**config.mk**
```make
export PLATFORM = sky130hd
export DESIGN_NAME = cdb_arbiter_flat
export DESIGN_NICKNAME = d
export VERILOG_FILES = /design/src/rtl/cdb_arbiter_pkg.sv /design/src/rtl/cdb_arbiter_if.sv /design/src/rtl/cdb_arbiter_rr_multi_grant.sv /design/src/rtl/cdb_arbiter.sv /design/src/flat_wrapper.sv
export SDC_FILE = /design/constraint.sdc
export NUM_CORES = 1
export LEC_CHECK = 0
export CAP_MARGIN = 20
export CORE_ASPECT_RATIO = 0.5
export CORE_MARGIN = 2
export CORE_UTILIZATION = 53
export CTS_CLUSTER_DIAMETER = 40
export DETAILED_ROUTE_END_ITERATION = 6
export PLACE_DENSITY_LB_ADDON = 0.1
export SLEW_MARGIN = 20
export SYNTH_ARGS = -nofsm -noshare
export SYNTH_HDL_FRONTEND = slang
export SYNTH_SLANG_ARGS = --single-unit
```
**constraint.sdc**
```tcl
create_clock -name clk_i -period 8.73 [get_ports clk_i]
set_clock_uncertainty 0.2 [all_clocks]
set_input_delay 1.746 -clock clk_i [delete_from_list [all_inputs] [get_ports clk_i]]
set_output_delay 1.746 -clock clk_i [all_outputs]
set_load 0.05 [all_outputs]
```
**src/rtl/cdb_arbiter_pkg.sv**
```systemverilog
// cdb_arbiter_pkg: writeback payload type, core sizing constants and pointer-width helper
package cdb_arbiter_pkg;
  localparam int NUM_FU = 4;
  localparam int NUM_CDB = 2;
  localparam int ROB_IDX_W = 4;
  localparam int XLEN = 32;
  typedef struct packed {
    logic                 valid;
    logic [ROB_IDX_W-1:0] idx;
    logic [XLEN-1:0]      data;
  } rob_wb_t;
  localparam int ROB_WB_WIDTH = $bits(rob_wb_t);
  function automatic int ptr_w(int n);
    return n > 1 ? $clog2(n) : 1;
  endfunction
endpackage

```
**src/rtl/cdb_arbiter_if.sv**
```systemverilog
// cdb_arbiter_if: FU result handshake and CDB broadcast bundle
// master (FUs): drives fu_valid/fu_data, sees fu_ready, cdb, cdb_busy
// slave (arbiter): the reverse
interface cdb_arbiter_if #(
  parameter int NUM_REQ  = cdb_arbiter_pkg::NUM_FU,
  parameter int NUM_CDB  = cdb_arbiter_pkg::NUM_CDB,
  parameter int WB_WIDTH = cdb_arbiter_pkg::ROB_WB_WIDTH
);
  logic [NUM_REQ-1:0]               fu_valid;
  logic [NUM_REQ-1:0][WB_WIDTH-1:0] fu_data;
  logic [NUM_REQ-1:0]               fu_ready;
  logic [NUM_CDB-1:0][WB_WIDTH-1:0] cdb;
  logic [NUM_REQ-1:0]               cdb_busy;
  modport master (output fu_valid, fu_data, input fu_ready, cdb, cdb_busy);
  modport slave (input fu_valid, fu_data, output fu_ready, cdb, cdb_busy);
endinterface

```
**src/rtl/cdb_arbiter_rr_multi_grant.sv**
```systemverilog
// rr_multi_grant: circular scan from ptr granting up to C occupied entries, k-th grant to slot k
// occ/ptr in; grant vector, per-slot one-hot sel and next start pointer out
module rr_multi_grant
  import cdb_arbiter_pkg::*;
#(
  parameter int N = 4,
  parameter int C = 2
) (
  input  logic [N-1:0]            occ,
  input  logic [ptr_w(N)-1:0]     ptr,
  output logic [N-1:0]            grant,
  output logic [C-1:0][N-1:0]     sel,
  output logic [ptr_w(N)-1:0]     ptr_n
);
  localparam int PW = ptr_w(N);
  localparam int CW = $clog2(C + 1);
  logic [PW-1:0] idx;
  logic [CW-1:0] cnt;
  always_comb begin
    grant = '0;
    sel = '0;
    ptr_n = ptr;
    idx = ptr;
    cnt = '0;
    for (int k = 0; k < N; k++) begin
      if (occ[idx] && cnt < CW'(C)) begin
        grant[idx] = 1'b1;
        for (int s = 0; s < C; s++) if (cnt == CW'(s)) sel[s][idx] = 1'b1;
        cnt = cnt + 1'b1;
        ptr_n = idx == PW'(N - 1) ? '0 : idx + 1'b1;
      end
      idx = idx == PW'(N - 1) ? '0 : idx + 1'b1;
    end
  end
endmodule

```
**src/rtl/cdb_arbiter.sv**
```systemverilog
// cdb_arbiter: per-FU one-entry holding registers drained round-robin onto NUM_CDB registered CDB slots
// clk_i/reset_i: clock, sync active-high reset; flush_i: mispredict flush (discards all pending)
// bus: FU valid/ready/data in, registered cdb slots and holding-register occupancy out
module cdb_arbiter #(
  parameter int NUM_REQ  = cdb_arbiter_pkg::NUM_FU,
  parameter int NUM_CDB  = cdb_arbiter_pkg::NUM_CDB,
  parameter int WB_WIDTH = cdb_arbiter_pkg::ROB_WB_WIDTH
) (
  input  logic        clk_i,
  input  logic        reset_i,
  input  logic        flush_i,
  cdb_arbiter_if.slave bus
);
  localparam int PW = cdb_arbiter_pkg::ptr_w(NUM_REQ);
  logic [NUM_REQ-1:0]               occ, grant, ready, xfer;
  logic [NUM_REQ-1:0][WB_WIDTH-1:0] hold;
  logic [NUM_CDB-1:0][NUM_REQ-1:0]  sel;
  logic [NUM_CDB-1:0][WB_WIDTH-1:0] cdb_q, cdb_d;
  logic [PW-1:0]                    rr_ptr, rr_ptr_n;
  rr_multi_grant #(.N(NUM_REQ), .C(NUM_CDB)) u_grant (
    .occ(occ),
    .ptr(rr_ptr),
    .grant(grant),
    .sel(sel),
    .ptr_n(rr_ptr_n)
  );
  // a granted entry frees up this cycle, so it can reload back-to-back
  assign ready = {NUM_REQ{~(reset_i | flush_i)}} & (~occ | grant);
  assign xfer = bus.fu_valid & ready;
  assign bus.fu_ready = ready;
  assign bus.cdb = cdb_q;
  assign bus.cdb_busy = occ;
  always_comb begin
    cdb_d = '0;
    for (int s = 0; s < NUM_CDB; s++)
      for (int i = 0; i < NUM_REQ; i++)
        if (sel[s][i]) cdb_d[s] = cdb_d[s] | hold[i];
  end
  always_ff @(posedge clk_i) begin
    if (reset_i || flush_i) begin
      occ <= '0;
      rr_ptr <= '0;
      cdb_q <= '0;
    end else begin
      occ <= (occ & ~grant) | xfer;
      rr_ptr <= rr_ptr_n;
      cdb_q <= cdb_d;
    end
  end
  always_ff @(posedge clk_i) begin
    for (int i = 0; i < NUM_REQ; i++) if (xfer[i]) hold[i] <= bus.fu_data[i];
  end
endmodule

```
**src/flat_wrapper.sv**
```systemverilog
// flat-port wrapper written by rule: the top's interface ports become plain ports
module cdb_arbiter_flat 
#(
  parameter int NUM_REQ  = cdb_arbiter_pkg::NUM_FU,
  parameter int NUM_CDB  = cdb_arbiter_pkg::NUM_CDB,
  parameter int WB_WIDTH = cdb_arbiter_pkg::ROB_WB_WIDTH
)
  (clk_i, reset_i, flush_i, bus_fu_valid, bus_fu_data, bus_fu_ready, bus_cdb, bus_cdb_busy);
  cdb_arbiter_if #(.NUM_REQ(NUM_REQ), .NUM_CDB(NUM_CDB), .WB_WIDTH(WB_WIDTH)) bus_i ();
  input  logic clk_i;
  input  logic reset_i;
  input  logic flush_i;
  input wire logic [$bits(bus_i.fu_valid)-1:0] bus_fu_valid;
  input wire logic [$bits(bus_i.fu_data)-1:0] bus_fu_data;
  output wire logic [$bits(bus_i.fu_ready)-1:0] bus_fu_ready;
  output wire logic [$bits(bus_i.cdb)-1:0] bus_cdb;
  output wire logic [$bits(bus_i.cdb_busy)-1:0] bus_cdb_busy;
  assign bus_i.fu_valid = bus_fu_valid;
  assign bus_i.fu_data = bus_fu_data;
  assign bus_fu_ready = bus_i.fu_ready;
  assign bus_cdb = bus_i.cdb;
  assign bus_cdb_busy = bus_i.cdb_busy;
  cdb_arbiter #(.NUM_REQ(NUM_REQ), .NUM_CDB(NUM_CDB), .WB_WIDTH(WB_WIDTH)) u_core (.clk_i(clk_i), .reset_i(reset_i), .flush_i(flush_i), .bus(bus_i));
endmodule
```
# After elaboration in Yosys (flattened, before gate mapping)
# Index checks and enable logic that the tools add are counted.
[totals] ff_bits=228 input_bits=155 out_inout_bits=82 word_cells=114
[op_classes] add_sub_neg=6 order_cmp=11 n_eq_ne=7 n_mux=48 bitwise_logic=22 n_reduce_logical=12
[ops] operator="37-bit two-way mux" n=8
[ops] operator="37-bit OR" n=6
[ops] operator="4-bit two-way mux" n=10
[ops] operator="4-bit OR" n=9
[ops] operator="8-bit two-way mux" n=3
[ops] operator="2-bit two-way mux" n=10
[ops] operator="4-bit bitwise AND" n=3
[ops] operator="2-bit by 3-bit < comparator with 1-bit output (second input constant)" n=4
[ops] operator="2-bit by 1-bit adder with 2-bit output (second input constant)" n=5
[ops] operator="1-bit two-way mux" n=9
[ops] operator="1-bit binary-select mux with 2-bit select" n=4
[ops] operator="1-bit demux with 2-bit select" n=4
[ops] operator="2-bit equality test (second input constant)" n=4
[ops] operator="2-bit by 1-bit greater-or-equal comparator with 1-bit output (second input constant)" n=4
[ops] operator="4-bit NOT" n=2
[ops] operator="1-bit logical AND" n=7
[ops] operator="2-bit logical NOT" n=3
[ops] operator="2-bit by 1-bit equality test with 1-bit output (second input constant)" n=2
[ops] operator="2-bit < comparator (second input constant)" n=2
[ops] operator="4-bit nonzero test" n=1
[ops] operator="1-bit by 1-bit adder with 2-bit output (second input constant)" n=1
[ops] operator="1-bit by 2-bit < comparator with 1-bit output (second input constant)" n=1
[ops] operator="1-bit equality test (second input constant)" n=1
[ops] operator="1-bit logical OR" n=1
[ops] operator="other kinds (2)" n=2

# Depth between registers and ports, before layout
# Gate-level depths: netlist of the first run.
[logic_depth] depth_word=22 ltp_mapped=16 mapped_depth_nobuf=10

# Cells and area by module
# From an unflattened synthesis of the first run, not the netlist that was laid out.
[unflattened] hier_cells=625 hier_area_um2=8725.9
[by_module_without_submodules] mod="cdb_arbiter" instances=1 cells_each=515 area_per_inst_um2=7961.4 seq_area_each_um2=6045.8
[by_module_without_submodules] mod="rr_multi_grant" instances=1 cells_each=110 area_per_inst_um2=764.5 seq_area_each_um2=0.0

# Worst setup path after synthesis of the first run
# No wires, ideal clock.
[synth_timing] path_type="register -> output" startpoint="register u_core.rr_ptr[0]" endpoint="output bus_fu_ready[0]" t_arrival_ns=3.414 required_ns=6.784 path_slack_ns=3.370 path_stages_with_launch=15 path_buffers=5 cell_sequence="dfxtp_1 > buf_6 > inv_1 > ha_1 > buf_6 > mux4_2 > buf_2 > ha_1 > nor2b_1 > a22o_1 > buf_2 > buf_2 > o21a_1 > a221o_1 > and2_1"
[synth_via] elab_chain_len=14 elab_cells_between_ends=57 classes_between="add/sub: 5; order compare: 11; eq/ne: 3; mux: 26; bitwise: 5; reduce/logical: 7"
[synth_rtl] item="start, declared" line_no="cdb_arbiter.sv:19" rtl="logic [PW-1:0] rr_ptr, rr_ptr_n;"
[synth_rtl] item="start signal, assigned" line_no="cdb_arbiter.sv:46" rtl="rr_ptr <= rr_ptr_n;"
[synth_rtl] item="2-bit by 1-bit adder with 2-bit output (tied with other cells)" line_no="cdb_arbiter_rr_multi_grant.sv:32" rtl="idx = idx == PW'(N - 1) ? '0 : idx + 1'b1;"
[synth_rtl] item="2-bit two-way mux / 1-bit two-way mux (equally long branches)" line_no="cdb_arbiter_rr_multi_grant.sv:32, cdb_arbiter_rr_multi_grant.sv:26"
[synth_rtl] item="2-bit by 1-bit adder with 2-bit output (tied with other cells)" line_no="cdb_arbiter_rr_multi_grant.sv:32"
[synth_rtl] item="2-bit two-way mux (tied with other cells)" line_no="cdb_arbiter_rr_multi_grant.sv:32"
[synth_rtl] item="2-bit by 1-bit adder with 2-bit output (tied with other cells)" line_no="cdb_arbiter_rr_multi_grant.sv:32"
[synth_rtl] item="2-bit two-way mux (tied with other cells)" line_no="cdb_arbiter_rr_multi_grant.sv:32"
[synth_rtl] item="2-bit by 3-bit < comparator with 1-bit output (not written as such) (tied with other cells)" line_no="cdb_arbiter_rr_multi_grant.sv:27" rtl="grant[idx] = 1'b1;"
[synth_rtl] item="1-bit logical AND (not written as such) (tied with other cells)" line_no="cdb_arbiter_rr_multi_grant.sv:27"
[synth_rtl] item="1-bit two-way mux (not written as such) (tied with other cells)" line_no="cdb_arbiter_rr_multi_grant.sv:27"
[synth_rtl] item="1-bit demux with 2-bit select (tied with other cells)" line_no="cdb_arbiter_rr_multi_grant.sv:27"
[synth_rtl] item="4-bit OR (no source line) / 1-bit logical AND (equally long branches)"
[synth_rtl] item="4-bit two-way mux *" line_no="cdb_arbiter_rr_multi_grant.sv:26" rtl="if (occ[idx] && cnt < CW'(C)) begin"
[synth_rtl] item="4-bit OR *" line_no="cdb_arbiter.sv:28" rtl="assign ready = {NUM_REQ{~(reset_i | flush_i)}} & (~occ | grant);"
[synth_rtl] item="4-bit bitwise AND *" line_no="cdb_arbiter.sv:28"
[synth_rtl] item="end, declared" line_no="flat_wrapper.sv:15" rtl="output wire logic [$bits(bus_i.fu_ready)-1:0] bus_fu_ready;"
# Mark *: on every way between the ends. The rest lies on a longest branch, timed or not. The select of a mux whose other input is x is not followed.

# Worst setup path in the final report of the first run
[layout_timing] startpoint="register u_core.rr_ptr[0]" endpoint="output bus_fu_ready[2]"
# The elaborated chain is that of the path after synthesis.

==> results of run 1 <==
routing by layer:
metal	track usage	up-vias	routed length, µm
met5	0	-	13
li1	-	3489	-
met3	0.0801	105	4360
met4	0.138	2	970
met2	0.505	664	14300
met1	0.426	3780	11600
Yosys cell counts (2+ instances only):
| library cell | n |
|---|---|
| buf_2 | 29 |
| nor2b_1 | 2 |
| o21ai_0 | 236 |
| a211oi_4 | 2 |
| o31ai_4 | 3 |
| nor3_4 | 2 |
| inv_1 | 9 |
| mux4_2 | 2 |
| a32oi_1 | 5 |
| nand4_1 | 40 |
| a221o_1 | 4 |
| ha_1 | 6 |
| dfxtp_1 | 80 |
| a41oi_1 | 37 |
| nor2_1 | 7 |
| a22oi_1 | 2 |
| o21ai_1 | 24 |
| a21oi_1 | 7 |
| buf_1 | 2 |
| nand2_1 | 55 |
| and2_1 | 6 |
| o31a_1 | 2 |
| a31oi_1 | 2 |
| a221oi_2 | 2 |
| and3_1 | 7 |
| buf_6 | 9 |
| edfxtp_1 | 148 |
| nand3_1 | 10 |
| clkbuf_1 | 25 |
| nand3b_1 | 2 |
through the flow:
| stage | setup WS (ps) | hold WS (ps) | power (µW) | area [µm²] |
|---|---|---|---|---|
| finish | 1550 | 273 | 4290 | 12600 |
| global placement | 2210 | 252 | 3310 | 11900 |
| detailed placement | 2130 | 256 | 3340 | 11900 |
| floorplan | 3370 | 239 | 2730 | 9470 |
| CTS | 1600 | 269 | 4220 | 12500 |
| global route | 1300 | 303 | 4440 | 12600 |
cell families (layout without fill, tap and decap cells):
group                    count (synthesis)  in the layout  synth area share
AO/OA/AOI/OAI                          341            341             0.222
multiplexers                             4              4           0.00713
XOR/XNOR                                 1              1           0.00291
flip-flops                             228            228             0.638
adder cells (fa/ha/maj)                  6              6           0.00792
buffers and inverters                   75            297            0.0411
AND/OR/NAND/NOR                        140            140            0.0808
layout make-up:
class | count | area (µm²) | area share
timing repair buffer | 248 | 2470 | 0.197
clock inverter | 12 | 67.6 | 0.00537
inverter | 9 | 33.8 | 0.00269
multi-input combinational | 492 | 3070 | 0.244
sequential | 228 | 6050 | 0.481
tap | 234 | 293 | 0.0233
clock buffer | 28 | 594 | 0.0473
worst max-delay path by stage:
| stage | startpoint | endpoint | slack [ps] | cells after the start |
|---|---|---|---|---|
| floorplan | u_core.rr_ptr[0] | bus_fu_ready[0] | 3370 | 14 |
| global placement | u_core.rr_ptr[0] | bus_fu_ready[0] | 2210 | 10 |
| detailed placement | u_core.rr_ptr[0] | bus_fu_ready[2] | 2130 | 10 |
| CTS | u_core.rr_ptr[0] | bus_fu_ready[2] | 1600 | 10 |
| global route | u_core.rr_ptr[0] | bus_fu_ready[2] | 1300 | 10 |
| finish | u_core.rr_ptr[0] | bus_fu_ready[2] | 1550 | 10 |
flip-flops by register name (all words and copies together) (netlist names):
signal	flops
u_core.rr_ptr	2
u_core.bus.cdb	74
u_core.bus.cdb_busy	4
u_core.hold	148
worst max-delay path, cell delays in order, from the launching register on:
cell and delay [ps]:
dfxtp_1 750, inv_1 160, ha_1 590, mux4_2 700, ha_1 320, nor2b_1 170
a22o_1 570, o21a_1 310, a221o_1 220, and2_1 140, clkdlybuf4s50_1 800
cell usage in the layout (no fill, tap or decap), types with 3 or more instances in the layout:
| cell type | n |
|---|---|
| edfxtp_1 | 148 |
| o31ai_4 | 3 |
| a21oi_1 | 7 |
| clkinv_2 | 4 |
| and3_1 | 3 |
| ha_1 | 6 |
| and3_4 | 3 |
| a41oi_1 | 37 |
| and2_1 | 5 |
| clkbuf_1 | 5 |
| nand3_1 | 9 |
| inv_1 | 9 |
| nand4_1 | 40 |
| a221o_1 | 4 |
| dfxtp_1 | 80 |
| o21ai_0 | 236 |
| clkbuf_16 | 23 |
| nand2_1 | 55 |
| clkinv_1 | 4 |
| clkdlybuf4s50_1 | 236 |
| a32oi_1 | 5 |
| buf_4 | 11 |
| nor2_1 | 7 |
| o21ai_1 | 24 |
power groups by stage:
stage          sequential [µW]  clock (µW)  combinational [µW]
2_1_floorplan             1830           0                 897
3_3_place_gp              1400           0                1910
3_5_place_dp              1400           0                1940
4_1_cts                   1380         893                1950
5_1_grt                   1400         936                2110
6_report                  1380         889                2020
==> key figures, run 1 <==
Critical path
  • Reg2reg setup slack: 3280 ps
  • Crit path DAT: 5230 ps
  • Startpoint class of the critical path: register
  • WS Path Type: reg -> out
  • Critical path required time: slightly below 7000 ps
  • Reg2reg start: u_core.rr_ptr[0]
  • Critical Path Fanout Max: 17
  • Reg2Reg Capture Point: u_core.bus.cdb[29]
  • CP Capture Type: output pin
  • R2R depth: 11

Clock network
  • Num CTS Buffers: 22
  • Hold_buf cts: 0
  • TritonCTS clock tree: yes
  • Post_cts resized: 0
  • H-tree Lvls: 1
  • Clk sinks: 228
  • Skew-Pair Late Insertion Delay: approximately 510 ps
  • CTS root buf: clkbuf_16
  • Clock transition at path regs: approximately 60 ps
  • Postcts setup bufs: 0
  • Bufs on Longest Clock Path: 3

Timing
  • Setup TNS: 0 ps
  • Final Cycle Share: 0.822
  • Slew @ Worst Pin: 1040 ps
  • Final Hold Violating Endpoints: 0
  • Max-slew violations: 0
  • Maximum clock rate: approximately 0.14 GHz
  • Tmin final: roughly 7000 ps
  • Setup-failing EPs final: 0
  • Slew HR: 0.303
  • RSZ-0062 raised after global routing: false

Drt
  • Drt pass-1 iters: 6
  • Avg WL per Cell: approximately 25 µm
  • Routed vias/inst: around 6.4
  • DRT Wirelength: about 31,000 µm
  • DRC viols: 0
  • Via Count: approximately 8,000
  • DRT iter0 DRCs: 1,076
  • Antenna-violating nets left: 0

Pwr
  • Total power per unit cell area: about 340 nW/µm²
  • Net switching power: between 1500 and 2000 µW
  • Internal cell power: between 2000 and 2500 µW
  • Combinational Power Share: 0.470
  • Clock Power Share: 0.207
  • Peak VDD IR: roughly 200 µV
  • Leak: about 0.0041 µW
  • Sequential fraction of design power: 0.322
  • Sw Ratio: 0.432

Yosys
  • FF+latch count, synth: ~230
  • Post-Synthesis Cells: 795
  • EDFF count, synth: between 100 and 150
  • Mean post-synth cell area: ~12 µm²
  • Post-synth cell types: 58
  • Synthesized area: 9470 µm²
  • Post-synth net total: 956
  • Part of the Yosys area used for sequential elements: 0.638
  • Synth top area cells: edfxtp_1 (47%), dfxtp_1 (17%), o21ai_0 (12%), a41oi_1 (3.4%), nand4_1 (2.6%)
  • FFs w/ async S/R, synth: 0
  • Top cell type's share of synthesized area: 0.469
  • Synth warnings: 0
  • Post-synth top area cell: edfxtp_1
  • Top FF cell, synth: edfxtp_1

Global route
  • Remaining Overflow, GRT: 0
  • GRT Util Overall: 0.321
  • Pin count of the biggest net entering global routing: 48
  • Initial antenna violation count: 1
  • Number of global-route vias before repair: a little over 8,000
  • First-pass GRT wire length: about 46,000 µm

Floorplan
  • Row count: 34
  • Die X-Extent: roughly 190 µm
  • Die footprint: approximately 19,000 µm²
  • Starting Density: 0.543
  • Core area: 17,400 µm²
  • Chip height: between 90 and 100 µm
  • Io pins: 237

Layout
  • Final nets: around 1,200
  • ANT cells: 0
  • Area grow syn2layout: 32.8%
  • Final Core Density: 0.721
  • Share of cells above drive strength 1: 0.0767
  • Final cell count without fillers: ~1,300
  • FILL cells: roughly 1,200

Min path
  • WHS Endpoint: u_core.bus.cdb[53]
  • Hold Path Class: reg -> reg
  • Hold Crit Start: u_core.hold[90]
  • Hold path cells: 2

Placement
  • # port buffers: roughly 240
  • Placed Instances: about 1,200
  • DP HPWL: approximately 18,000 µm
  • Gp weighted congestion: between 0.8 and 0.9

Job
  • Max_cap viols: 0

Status
  • Status: completed
Power figures use the tool's default switching activity.
==> inputs of run 2 (changes only) <==
CORE_UTILIZATION = 49   (was 53)
clock period = 7.05 ns   (was 8.73 ns; I/O delays follow)
==> key figures, run 2 (same netlist as run 1, synthesis figures left out) <==
Global route
  • Initial antenna violation count: 1
  • GRT Util Overall: 0.298
  • Number of global-route vias before repair: 8,088
  • Pin count of the biggest net entering global routing: 48
  • First-pass GRT wire length: 46,300 µm
  • Remaining Overflow, GRT: 0

Pwr
  • Peak VDD IR: roughly 210 µV
  • Leak: about 0.0041 µW
  • Sequential fraction of design power: 0.323
  • Total power per unit cell area: roughly 420 nW/µm²
  • Clock Power Share: 0.211
  • Combinational Power Share: 0.466
  • Final Power: 5290 µW
  • Sw Ratio: 0.433
  • Net switching power: roughly 2300 µW
  • Internal cell power: between 2000 and 3000 µW

Drt
  • DRC viols: 0
  • DRT Wirelength: roughly 31,000 µm
  • Via Count: around 8,200
  • Antenna-violating nets left: 0
  • Routed vias/inst: approximately 6.4
  • Avg WL per Cell: 24.5 µm
  • DRT iter0 DRCs: just over 800
  • Drt pass-1 iters: 5

Clock network
  • Hold_buf cts: 0
  • Postcts setup bufs: 0
  • H-tree Lvls: 1
  • Bufs on Longest Clock Path: 3
  • TritonCTS clock tree: yes
  • CTS root buf: clkbuf_16
  • Clock transition at path regs: approximately 70 ps
  • Num CTS Buffers: 22
  • Post_cts resized: 0
  • Clk sinks: 228
  • Skew-Pair Late Insertion Delay: approximately 510 ps

Floorplan
  • Die footprint: ~21,000 µm²
  • Row count: 35
  • Chip height: approximately 100 µm
  • Starting Density: 0.508
  • Io pins: approximately 240
  • Die X-Extent: 201 µm
  • Core area: about 19,000 µm²

Timing
  • Maximum clock rate: approximately 0.15 GHz
  • Max-slew violations: 0
  • RSZ-0062 raised after global routing: false
  • Setup TNS: 0 ps
  • Setup-failing EPs final: 0
  • Slew HR: 0.272
  • Slew @ Worst Pin: 1090 ps
  • Tmin final: roughly 6700 ps
  • Final Hold Violating Endpoints: 0
  • Final Cycle Share: 0.947

Job
  • Max_cap viols: 0

Critical path
  • Crit path DAT: approximately 5000 ps
  • WS Path Type: reg -> out
  • Critical Path Fanout Max: 15
  • R2R depth: 9
  • Startpoint class of the critical path: register
  • Critical path required time: 5440 ps
  • Reg2Reg Capture Point: u_core.hold[101]
  • Reg2reg start: u_core.rr_ptr[0]
  • Reg2reg setup slack: approximately 1900 ps
  • CP Capture Type: output pin

Layout
  • Final nets: 1,165
  • Max reg flops: 148
  • Share of cells above drive strength 1: 0.0814
  • Commonest cells after routing, fill and taps aside: o21ai_0 (236), clkdlybuf4s50_1 (236), edfxtp_1 (148), dfxtp_1 (80), nand2_1 (55)
  • Area grow syn2layout: 33.3%
  • Final Core Density: 0.677
  • Final Cell Area: ~13,000 µm²
  • ANT cells: 0
  • Biggest register: u_core.hold

Min path
  • WHS Endpoint: u_core.bus.cdb[37]
  • Hold Path Class: reg -> reg
  • Hold Crit Start: u_core.hold[74]
  • Hold path cells: 2

Placement
  • # port buffers: around 240
  • DP HPWL: 18,300 µm
  • DP Area: 11,900 µm²
  • Gp weighted congestion: approximately 0.87

Status
  • Status: completed
==> run 2: area by class of cell <==
type | instances | area, µm²
Sequential cell | 228 | 6050
Fill cell | 1406 | 6030
Multi-Input combinational cell | 492 | 3070
Timing Repair Buffer | 251 | 2470
Clock buffer | 29 | 597
Tap cell | 259 | 324
Clock inverter | 11 | 83.8
Inverter | 9 | 33.8
==> run 2: power by group through the flow <==
stage | combinational, µW | sequential [µW] | clock, µW
after global placement | 2400 | 1730 | 0
after CTS | 2430 | 1710 | 1130
after detailed placement | 2420 | 1730 | 0
final | 2470 | 1710 | 1120
after floorplan | 1110 | 2270 | 0
after global routing | 2600 | 1730 | 1190
==> run 2: critical path: stages (launching register included) <==
cell             delay [ps]
dfxtp_1                 740
inv_1                   150
ha_1                    580
mux4_2                  690
ha_1                    310
a221oi_4                410
nand2_4                 190
o21a_1                  270
a221o_1                 350
and2_1                  180
clkdlybuf4s50_1         700
==> run 2: worst max path at each step <==
stage                     startpoint         endpoint  slack, ps  cells past startpoint
floorplan           u_core.rr_ptr[0]  bus_fu_ready[0]       2030                     14
global placement    u_core.rr_ptr[0]  bus_fu_ready[0]       1010                     10
detailed placement  u_core.rr_ptr[0]  bus_fu_ready[1]        920                     10
CTS                 u_core.rr_ptr[0]  bus_fu_ready[3]        370                     10
global route        u_core.rr_ptr[0]  bus_fu_ready[3]        100                     10
finish              u_core.rr_ptr[0]  bus_fu_ready[1]        370                     10
==> run 2: layer usage <==
layer	up-vias	GRT usage	share of wire
met5	-	0	0.00042
met4	2	0.117	0.027
met3	90	0.0679	0.11
met2	640	0.481	0.47
met1	3955	0.400	0.39
li1	3495	-	-
==> run 2: per-stage QoR <==
stage,instances,worst slack (ps),hold WS [ps]
3_5_place_dp,1239,922,257
6_report,1279,375,267
3_3_place_gp,1239,1010,259
5_1_grt,1279,98.2,301
2_1_floorplan,795,2030,239
4_1_cts,1279,374,273
==> inputs of run 3 (changes only) <==
ABC_AREA = 1   (was not set)
==> key figures, run 3 <==
Status
  • Status: completed

Timing
  • Final Cycle Share: 0.869
  • Maximum clock rate: 0.163 GHz
  • Slew HR: 0.510
  • Setup-failing EPs final: 0
  • Slew @ Worst Pin: ~730 ps
  • Tmin final: just over 6000 ps
  • Final Hold Violating Endpoints: 0
  • RSZ-0062 raised after global routing: false
  • Max-slew violations: 0
  • Setup TNS: 0 ps

Yosys
  • Synthesized area: about 9500 µm²
  • Synth top cells by count: nand2_1 (484), nor2_1 (157), edfxtp_1 (148)
  • Top cell type's share of synthesized area: 0.465
  • Mean post-synth cell area: between 9 and 10 µm²
  • FF+latch count, synth: ~230
  • Part of the Yosys area used for sequential elements: 0.633
  • Post-Synthesis Cells: between 1,000 and 1,500
  • Top FF cell, synth: edfxtp_1
  • Synth top area cells: edfxtp_1 (47%), nand2_1 (19%), dfxtp_1 (17%), nor2_1 (6.2%), o21ai_4 (1.4%)
  • Post-synth net total: 1,180
  • Post-synth top area cell: edfxtp_1
  • EDFF count, synth: around 150
  • Synth warnings: 0
  • FFs w/ async S/R, synth: 0
  • Post-synth cell types: 30
  • Count leader, synth: nand2_1

Layout
  • Final Core Density: 0.665
  • Area grow syn2layout: 34.3%
  • Most common cell after layout, fill and taps aside: nand2_1
  • Biggest register: u_core.hold
  • FILL cells: 1,498
  • Final nets: 1,418
  • Share of cells above drive strength 1: 0.0699
  • Commonest cells after routing, fill and taps aside: nand2_1 (484), clkdlybuf4s50_1 (236), nor2_1 (157), edfxtp_1 (148), dfxtp_1 (80)
  • Max reg flops: approximately 150

Floorplan
  • Starting Density: 0.495
  • Die X-Extent: 201 µm
  • Io pins: 237
  • Chip height: between 100 and 150 µm
  • Row count: 36
  • Die footprint: just over 20,000 µm²
  • Core area: ~19,000 µm²

Critical path
  • WS Path Type: reg -> out
  • Largest delay contributor family on the critical path: buffers and inverters
  • Critical Path Fanout Max: 13
  • CP Capture Type: output pin
  • Slowest cell on crit path: clkdlybuf4s50_1
  • Critical path required time: 5440 ps
  • Startpoint class of the critical path: register
  • CP Cell Sequence: inv_2 -> ha_1 -> inv_1 -> nand3_1 -> nand2_1 -> inv_2 -> ha_1 -> inv_1 -> nand2_1 -> nor2_2 -> nand3_2 -> nand2_1 -> inv_1 -> nor2_1 -> clkdlybuf4s50_1
  • Buffers & Inverters on Critical Path: 6
  • Max incr delay on CP: approximately 830 ps
  • Crit path DAT: around 4500 ps

Clock network
  • Clock transition at path regs: 60 ps
  • Bufs on Longest Clock Path: 3
  • Post_cts resized: 0
  • CTS root buf: clkbuf_16
  • Num CTS Buffers: 23
  • Hold_buf cts: 0
  • Skew-Pair Late Insertion Delay: about 520 ps
  • TritonCTS clock tree: yes
  • Postcts setup bufs: 0
  • Clk sinks: 228
  • H-tree Lvls: 1

Global route
  • First-pass GRT wire length: slightly above 40,000 µm
  • Initial antenna violation count: 1
  • Number of global-route vias before repair: 7,591
  • GR peak layer: met2
  • Remaining Overflow, GRT: 0
  • GR Util met1: 0.336
  • GRT Util Overall: 0.257
  • GR Util met3: 0.0616
  • Met2 Resource Use GR: 0.429
  • Pin count of the biggest net entering global routing: 48

Drt
  • Antenna-violating nets left: 0
  • DRC viols: 0
  • Avg WL per Cell: around 17 µm
  • Routed vias/inst: 5.01
  • Via Count: approximately 7,700
  • DRT Wirelength: around 27,000 µm
  • Drt pass-1 iters: 6
  • DRT iter0 DRCs: around 430

Pwr
  • Total power per unit cell area: between 300 and 400 nW/µm²
  • Leak: between 0.005 and 0.006 µW
  • Peak VDD IR: 217 µV

Placement
  • Gp weighted congestion: 0.852
  • DP HPWL: roughly 17,000 µm
  • # port buffers: about 240

Min path
  • Hold Path Class: reg -> reg

Job
  • Max_cap viols: 0
==> run 3: changes by cell type after synthesis, moves of 7 or more <==
cell	change
nand2_1	+429
o21ai_0	-230
nor2_1	+150
a41oi_1	-37
nand4_1	-31
buf_2	-27
o21ai_1	-21
clkbuf_1	-15
buf_4	+11
inv_1	+10
nand3_1	+9
inv_2	+8
o21ai_4	+8
and3_1	-7
==> run 3: power by group <==
group          switching, µW  total (µW)  leakage [µW]  internal [µW]
logic                   1370        1970       0.00285            608
registers               43.4        1580       0.00201           1540
clock network            534        1230      0.000366            697
total                   1940        4780       0.00522           2840
==> run 3: path summary, 6_finish.rpt <==
path | start | endpoint | slack (ps) | cells past startpoint
min | u_core.hold[100] | u_core.bus.cdb[63] | 380 | 4
max reg2reg | u_core.rr_ptr[0] | u_core.bus.cdb[12] | 2470 | 17
min reg2reg | u_core.hold[100] | u_core.bus.cdb[63] | 380 | 4
max | u_core.rr_ptr[0] | bus_fu_ready[3] | 920 | 15
==> run 3: area by class of cell <==
| cell class | count | area [µm²] | share of cell area |
|---|---|---|---|
| Sequential cell | 228 | 6050 | 0.471 |
| Multi-Input combinational cell | 723 | 3100 | 0.242 |
| Timing Repair Buffer | 250 | 2470 | 0.192 |
| Clock buffer | 28 | 604 | 0.0471 |
| Tap cell | 266 | 333 | 0.0260 |
| Clock inverter | 14 | 154 | 0.0120 |
| Inverter | 31 | 118 | 0.00917 |
| Antenna cell | 1 | 2.50 | 0.000195 |
==> run 3: metrics by stage <==
step / std cells / hold slack [ps] / total power, µW / area (µm²) / setup WS [ps]
after CTS: 1540 / 378 / 4800 / 12800 / 968
final: 1541 / 375 / 4780 / 12800 / 922
after global placement: 1498 / 352 / 3540 / 12100 / 1650
after detailed placement: 1498 / 361 / 3570 / 12100 / 1550
after floorplan: 1019 / 338 / 3060 / 9550 / 1510
after global routing: 1540 / 405 / 5060 / 12800 / 542
==> run 3: cell families (layout without fill, tap and decap cells) <==
group           count (synthesis)  after routing  share of synthesized area
flops                         228            228                      0.633
compound gates                 24             24                     0.0224
simple gates                  693            693                      0.292
fa+ha+maj                       6              6                    0.00786
buf+inv                        68            323                     0.0443
other cells                     0              1                          0
==> run 3: layer usage <==
metal  share of wire  vias to the layer above
li1                -                     3726
met1            0.43                     3556
met2            0.46                      373
met3           0.083                       73
met4           0.029                        0
met5               0                        -
==> run 3: worst min-delay path: stages (launching register included) <==
cell      delay (ps)
edfxtp_1         340
nand2_1           50
nand2_1           50
nor2_1            30
nor2_1            70
